$ cat src/rtl/scan_chain_responder.sv
// AES scan-chain target: deserialises the config chain, starts the core, captures its result.
// Optional `SCAN_LEN_CHECK_EN rejects updates whose shift count differs from CHAIN_W.
module scan_chain_responder #(
    parameter int unsigned DATA_W   = 128,
    parameter int unsigned KEY_W    = 256,
    parameter int unsigned CHAIN_W  = DATA_W + KEY_W + 3,
    parameter int unsigned TRIG_LEN = 4,
    parameter int unsigned TIMEOUT  = 1024
) (
    input  logic               clk,
    input  logic               rst,
    input  logic               scan_en,
    input  logic               scan_in,
    output logic               scan_out,
    input  logic               update_i,
    output logic [DATA_W-1:0]  i_text_o,
    output logic [KEY_W-1:0]   key_o,
    output logic               pt_sel_o,
    output logic               key_sel_o,
    output logic               ct_out_sel_o,
    output logic               start_o,
    input  logic               core_done_i,
    input  logic [DATA_W-1:0]  core_data_i,
    output logic               trigger_o,
    output logic [CHAIN_W-1:0] sc_out_o,
    output logic               busy_o,
    output logic               err_o
);
    localparam int unsigned TrigW = $clog2(TRIG_LEN + 1);
    localparam int unsigned ToW   = $clog2(TIMEOUT + 1);

    typedef enum logic [2:0] {StIdle, StTrig1, StRun, StGap, StTrig2, StDone} state_e;

    state_e             state_q;
    logic [TrigW-1:0]   trig_cnt_q;
    logic [ToW-1:0]     to_cnt_q;
    logic               done_pend_q;
    logic [DATA_W-1:0]  core_data_q;
    logic [CHAIN_W-1:0] sr_q;

    logic ready, len_ok, accept, reject, shift, trig_last, to_hit;

    assign ready     = (state_q == StIdle) || (state_q == StDone);
    assign accept    = ready && update_i && len_ok;
    assign reject    = ready && update_i && !len_ok;
    assign shift     = ready && scan_en && !update_i;
    assign trig_last = (trig_cnt_q == TrigW'(TRIG_LEN - 1));
    assign to_hit    = (to_cnt_q == ToW'(TIMEOUT - 1));
    assign scan_out  = sr_q[CHAIN_W-1];
    assign sc_out_o  = sr_q;

`ifdef SCAN_LEN_CHECK_EN
    logic [8:0] len_cnt_q;

    assign len_ok = (len_cnt_q == 9'(CHAIN_W));

    always_ff @(posedge clk) begin
        if (rst || accept) begin
            len_cnt_q <= '0;
        end else if (shift && (len_cnt_q != 9'(CHAIN_W + 1))) begin
            len_cnt_q <= len_cnt_q + 9'd1;
        end
    end
`else
    assign len_ok = 1'b1;
`endif

    always_ff @(posedge clk) begin
        if (rst) begin
            state_q      <= StIdle;
            trig_cnt_q   <= '0;
            to_cnt_q     <= '0;
            done_pend_q  <= 1'b0;
            core_data_q  <= '0;
            sr_q         <= '0;
            i_text_o     <= '0;
            key_o        <= '0;
            pt_sel_o     <= 1'b0;
            key_sel_o    <= 1'b0;
            ct_out_sel_o <= 1'b0;
            start_o      <= 1'b0;
            trigger_o    <= 1'b0;
            busy_o       <= 1'b0;
            err_o        <= 1'b0;
        end else begin
            start_o <= 1'b0;
            if (shift) begin
                sr_q <= {sr_q[CHAIN_W-2:0], scan_in};
            end
            if (accept) begin
                i_text_o     <= sr_q[CHAIN_W-1 -: DATA_W];
                key_o        <= sr_q[KEY_W+2:3];
                pt_sel_o     <= sr_q[2];
                key_sel_o    <= sr_q[1];
                ct_out_sel_o <= sr_q[0];
                start_o      <= 1'b1;
                busy_o       <= 1'b1;
                trigger_o    <= 1'b1;
                err_o        <= 1'b0;
                trig_cnt_q   <= '0;
                to_cnt_q     <= '0;
                done_pend_q  <= 1'b0;
                state_q      <= StTrig1;
            end else if (reject) begin
                err_o <= 1'b1;
            end

            case (state_q)
                StTrig1: begin
                    to_cnt_q <= to_cnt_q + 1'b1;
                    // Hold an early result until the first trigger pulse has finished
                    if (core_done_i && !done_pend_q) begin
                        done_pend_q <= 1'b1;
                        core_data_q <= core_data_i;
                    end
                    if (to_hit && !done_pend_q && !core_done_i) begin
                        err_o     <= 1'b1;
                        busy_o    <= 1'b0;
                        trigger_o <= 1'b0;
                        state_q   <= StDone;
                    end else if (trig_last) begin
                        trigger_o <= 1'b0;
                        state_q   <= (done_pend_q || core_done_i) ? StGap : StRun;
                    end else begin
                        trig_cnt_q <= trig_cnt_q + 1'b1;
                    end
                end
                StRun: begin
                    to_cnt_q <= to_cnt_q + 1'b1;
                    if (core_done_i) begin
                        core_data_q <= core_data_i;
                        state_q     <= StGap;
                    end else if (to_hit) begin
                        err_o   <= 1'b1;
                        busy_o  <= 1'b0;
                        state_q <= StDone;
                    end
                end
                StGap: begin
                    if (ct_out_sel_o) begin
                        sr_q[DATA_W-1:0] <= core_data_q;
                    end
                    trigger_o  <= 1'b1;
                    trig_cnt_q <= '0;
                    state_q    <= StTrig2;
                end
                StTrig2: begin
                    if (trig_last) begin
                        trigger_o <= 1'b0;
                        busy_o    <= 1'b0;
                        state_q   <= StDone;
                    end else begin
                        trig_cnt_q <= trig_cnt_q + 1'b1;
                    end
                end
                default: ;
            endcase
        end
    end
endmodule
$ cat config.mk
export PLATFORM = sky130hd
export DESIGN_NAME = scan_chain_responder
export DESIGN_NICKNAME = d
export VERILOG_FILES = /design/src/rtl/scan_chain_responder.sv
export SDC_FILE = /design/constraint.sdc
export NUM_CORES = 2
export LEC_CHECK = 0
export ABC_AREA = 1
export CAP_MARGIN = 10
export CORE_AREA = 5 5 349 351
export DETAILED_ROUTE_END_ITERATION = 10
export DIE_AREA = 0 0 354 356
export MAX_ROUTING_LAYER = met4
export PLACE_DENSITY_LB_ADDON = 0.12
export REMOVE_ABC_BUFFERS = 1
export SYNTH_ARGS = -nofsm -noshare
export SYNTH_HDL_FRONTEND = slang
export SYNTH_SLANG_ARGS = --single-unit
$ cat constraint.sdc
create_clock -name clk -period 4.9 [get_ports clk]
set_clock_uncertainty 0.15 [all_clocks]
set_input_delay 0.49 -clock clk [delete_from_list [all_inputs] [get_ports clk]]
set_output_delay 0.49 -clock clk [all_outputs]
set_load 0.05 [all_outputs]
# Yosys cells after proc, flatten, opt, wreduce, memory -nomap -nowiden
# Cells that the tools add are included.
# totals
elab_cells,82
register_bits,924
output_inout_bits,779
# classes
reduce_logical,16
n_eq_ne,9
addsub,2
mux,39
# ops
cell,count
$mux W128,5
$pmux W128 S2,1
$mux W3,9
$mux W11,2
$mux W1,17
$pmux W3 S4,1
$add A11 B1 Y11 const B,1
$eq A11 B10 Y1 const B,1
$eq A3 B2 Y1 const B,3
$pmux W3 S3,1
$eq A3 B3 Y1 const B,2
$logic_and A1 B1 Y1,6
$pmux W1 S3,2
$ne A2 B2 Y1 const B,2
$reduce_bool A2 Y1,2
$add A3 B1 Y3 const B,1
$eq A3 B1 Y1 const B,1
$logic_not A1 Y1,3
$logic_not A3 Y1,1
$reduce_and A3 Y1,1
$logic_or A1 B1 Y1,2
$pmux W1 S2,1
$reduce_or A2 Y1,1

# Longest topological paths before layout
# logic_depth
word_depth,7
mapped_depth,11
ltp_nobuf,11

# Worst setup path before layout
# No wires, ideal clock.
# synth_path
path_type,reg-to-reg
startpoint,register ct_out_sel_o
endpoint,register sr_q[100] (netlist: sc_out_o[100])
path_slack_ns,3.034
path_stages_with_launch,10
arrival_time_ns,1.601
required_ns,4.635
cell_sequence,dfxtp_1 > inv_1 > nor2_2 > buf_4 > buf_6 > buf_6 > buf_6 > a21oi_1 > o21ai_0 > inv_1
# synth_between
elab_chain_len,2
# synth_rtl
element,line,rtl
start: declaration,20,"output logic ct_out_sel_o,"
start signal: assignment,95,ct_out_sel_o <= sr_q[0];
$mux W128,140,if (ct_out_sel_o) begin
$mux W128,108,case (state_q)
end signal: assignment,88,"sr_q <= {sr_q[CHAIN_W-2:0], scan_in};"
end signal: indexed assignment,141,sr_q[DATA_W-1:0] <= core_data_q;
end: declaration,39,logic [CHAIN_W-1:0] sr_q;
# Every way passes these cells.
# A chain may end at the register's enable or synchronous reset.

# Worst setup path in the final report
# layout_path
startpoint,register state_q[1]
endpoint,register key_o[241]
# layout_between
elab_chain_len,3
word_cells_on_any_way,4
# layout_rtl
element,line,rtl
start: declaration,34,state_e state_q;
start signal: assignment,70,state_q <= StIdle;
start signal: assignment,103,state_q <= StTrig1;
start signal: assignment,120,state_q <= StDone;
$eq A3 B3 Y1 or $logic_not A3 Y1 (tied branches),43,assign ready = (state_q == StIdle) || (state_q == StDone);
$logic_or A1 B1 Y1 *,43,
$logic_and A1 B1 Y1 *,--,
end signal: assignment,92,key_o <= sr_q[KEY_W+2:3];
end: declaration,17,"output logic [KEY_W-1:0] key_o,"
# Mark *: on every way between the ends. The rest lies on a longest branch, timed or not.

==> impl_metrics.env <==
export IMPL_status="completed"
export IMPL_antenna_found_initial=19
export IMPL_initial_core_util_pct=28.4
export IMPL_netlist_area_sq_um=33800
export IMPL_pin_count=913
export IMPL_synth_top_family_by_area="compound AO/OA/AOI/OAI gates"
export IMPL_worstSkewPairLatency_ps=680
export IMPL_r2r_cells=8
export IMPL_io_buffers=912
export IMPL_final_hold_viol_count=0
export IMPL_drtIter0Drc=1736
export IMPL_root_buffer="clkbuf_16"
export IMPL_rsz0062_at_grt="no"
export IMPL_layout_common_cells="nor2_1 (1066), dfxtp_1 (924), clkdlybuf4s50_1 (911), o21ai_0 (854), inv_1 (411)"
export IMPL_drt_wl_total_mm=129
export IMPL_grt_pass1_vias=29545
export IMPL_clk_path_buf_depth=3
export IMPL_synth_ff_latch_count=924
export IMPL_holdPathStages=4
export IMPL_final_common_cell="nor2_1"
export IMPL_cts_tree="yes"
export IMPL_final_period_utilization_pct=65.2
export IMPL_cts_setup_buffers=0
export IMPL_setup_viol=0
export IMPL_yosysSeqAreaShare_pct=54.8
export IMPL_dieWidth_microns=354
export IMPL_synthCells=4412
export IMPL_synth_adder_area_share_pct=0.0741
export IMPL_cp_required_ps=5360
export IMPL_rows=127
export IMPL_cp_max_fo=248
export IMPL_place_inst=6581
export IMPL_irDropWorstVdd_v=0.000266
export IMPL_antenna_left=0
export IMPL_postCtsHoldBufs=0
export IMPL_endpoint_kind="flip-flop"
export IMPL_cts_resized=0
export IMPL_clk_pin_slew_ps=60
export IMPL_yosys_area_share_simple_pct=14.7
export IMPL_cts_made_buffers=106
export IMPL_h_tree_depth=3
export IMPL_wire_per_inst_microns=18.9
export IMPL_synth_distinct_cells=32
export IMPL_slew_headroom_pct=8.96
export IMPL_avgViaCountPerCell=4.55
export IMPL_drc_errors=0
export IMPL_worstMarginPinSlew_ps=1370
export IMPL_grt_max_degree=249
export IMPL_grtUsageTotal_pct=20.0
export IMPL_synth_xor_area_share_pct=0.0778
export IMPL_fin_cells=6797
export IMPL_cp_start_kind="flip-flop"
export IMPL_muxShareOfSynthArea_pct=0
export IMPL_die_height_microns=356
export IMPL_synth_warnings=0
export IMPL_holdWs_ps=278
export IMPL_syn2layout_area_growth_pct=40.5
export IMPL_fmax_ghz=0.313
export IMPL_vias=30949
export IMPL_hold_class="in -> reg"
export IMPL_postSynthAreaPerCell_sq_um=7.65
export IMPL_leakagePower_nw=18.4
export IMPL_fin_crit_ps=3200
export IMPL_grt_pass1_wl_mm=191
export IMPL_grt_overflow=0
export IMPL_synth_compound_area_share_pct=21.3
export IMPL_cap_violations=0
export IMPL_cp_arrival_ps=3660
export IMPL_die_area_sq_um=126000
export IMPL_power_density_nw_per_um2=519
export IMPL_dp_hpwl_mm=88.1
export IMPL_place_congestion=0.784
export IMPL_layout_nets=5277
export IMPL_worst_setup_path_type="reg -> reg"
export IMPL_layout_drive_gt1_share_pct=4.30
export IMPL_first_pass_iters=5
export IMPL_final_max_slew_viol_count=0
export IMPL_clock_sinks=924
export IMPL_core_area_sq_um=119000
cell families after synthesis:
kind of cell | after synthesis
AOI/OAI and AO/OA | 1437
buffers and inverters | 749
DFF | 924
xor gates and xnor gates | 3
and+or+nand+nor | 1297
adders and majority gates | 2
registers in the layout, indices dropped and copies added, names as in the netlist, 3 cells and up:
signal / flops
to_cnt_q: 11
key_o: 256
trig_cnt_q: 3
i_text_o: 128
core_data_q: 128
state_q: 3
sc_out_o: 387
path summary, 6_finish.rpt:
| check | start | end | slack, ps |
|---|---|---|---|
| setup / recovery | state_q[1] | key_o[241] | 1700 |
| hold / removal | rst | sc_out_o[25] | 280 |
| setup reg to reg | state_q[1] | key_o[241] | 1700 |
| hold reg to reg | core_data_q[0] | core_data_q[0] | 300 |
area by class of cell:
class	instances	area [sq um]
timing repair buffer	951	9610
sequential	924	18500
tap	1548	1940
inverter	419	1610
antenna	21	52.6
clock inverter	34	327
fill	12205	71300
multi-input combinational	2739	12200
clock buffer	161	3170
metrics by stage:
stage	utilization, %	instance area, sq um	setup WS, ps	total power [mW]	TNS [ps]
after global placement	37.0	43900	1620	16.9	0
final	40.0	47400	1700	24.6	0
after CTS	39.9	47400	1890	25.0	0
after detailed placement	37.0	43900	1550	16.9	0
after floorplan	-	32300	-4840	14.1	-1686580
after global routing	40.0	47400	1560	25.8	0
worst max-delay path: stages (launching register included):
cell and delay, ps:
dfxtp_1 360, nor2_1 140, nand2_1 80, nand2_2 150
nand2_8 300, inv_16 560, buf_4 510, nor2_1 80
nor2_1 100
cells in the mapped netlist, drive strengths merged:
library cell | number | area [sq um]
or2 | 2 | 12.5
a21oi | 394 | 1970
o21ai | 1037 | 5190
nand3 | 24 | 130
ha | 2 | 25.0
dfxtp | 924 | 18500
a31oi | 2 | 12.5
and2 | 1 | 6.26
clkinv | 1 | 3.75
nand2 | 195 | 742
o22ai | 1 | 6.26
nor3 | 3 | 15.0
a211oi | 2 | 15.0
buf | 164 | 866
xor2 | 3 | 26.3
nand3b | 1 | 7.51
o211ai | 1 | 7.51
clkbuf | 166 | 623
nand4 | 3 | 18.8
nor2 | 1068 | 4020
inv | 418 | 1570
per-layer routing:
layer / global-route usage, % / vias to the layer above / share of wire, %
met5: - / - / 0
met4: 4.82 / 0 / 1.9
met3: 6.95 / 144 / 8.7
met2: 32.6 / 829 / 47
met1: 23.9 / 14292 / 43
li1: - / 15684 / -
power by group:
| part | switching, mW | leakage, nW | total, mW | internal, mW |
|---|---|---|---|---|
| clock network | 3.27 | 1.74 | 7.93 | 4.66 |
| logic | 5.22 | 9.06 | 7.39 | 2.18 |
| registers | 0.721 | 7.57 | 9.27 | 8.55 |
| total | 9.21 | 18.4 | 24.6 | 15.4 |
No activity file was read; power rests on OpenSTA's default activity.
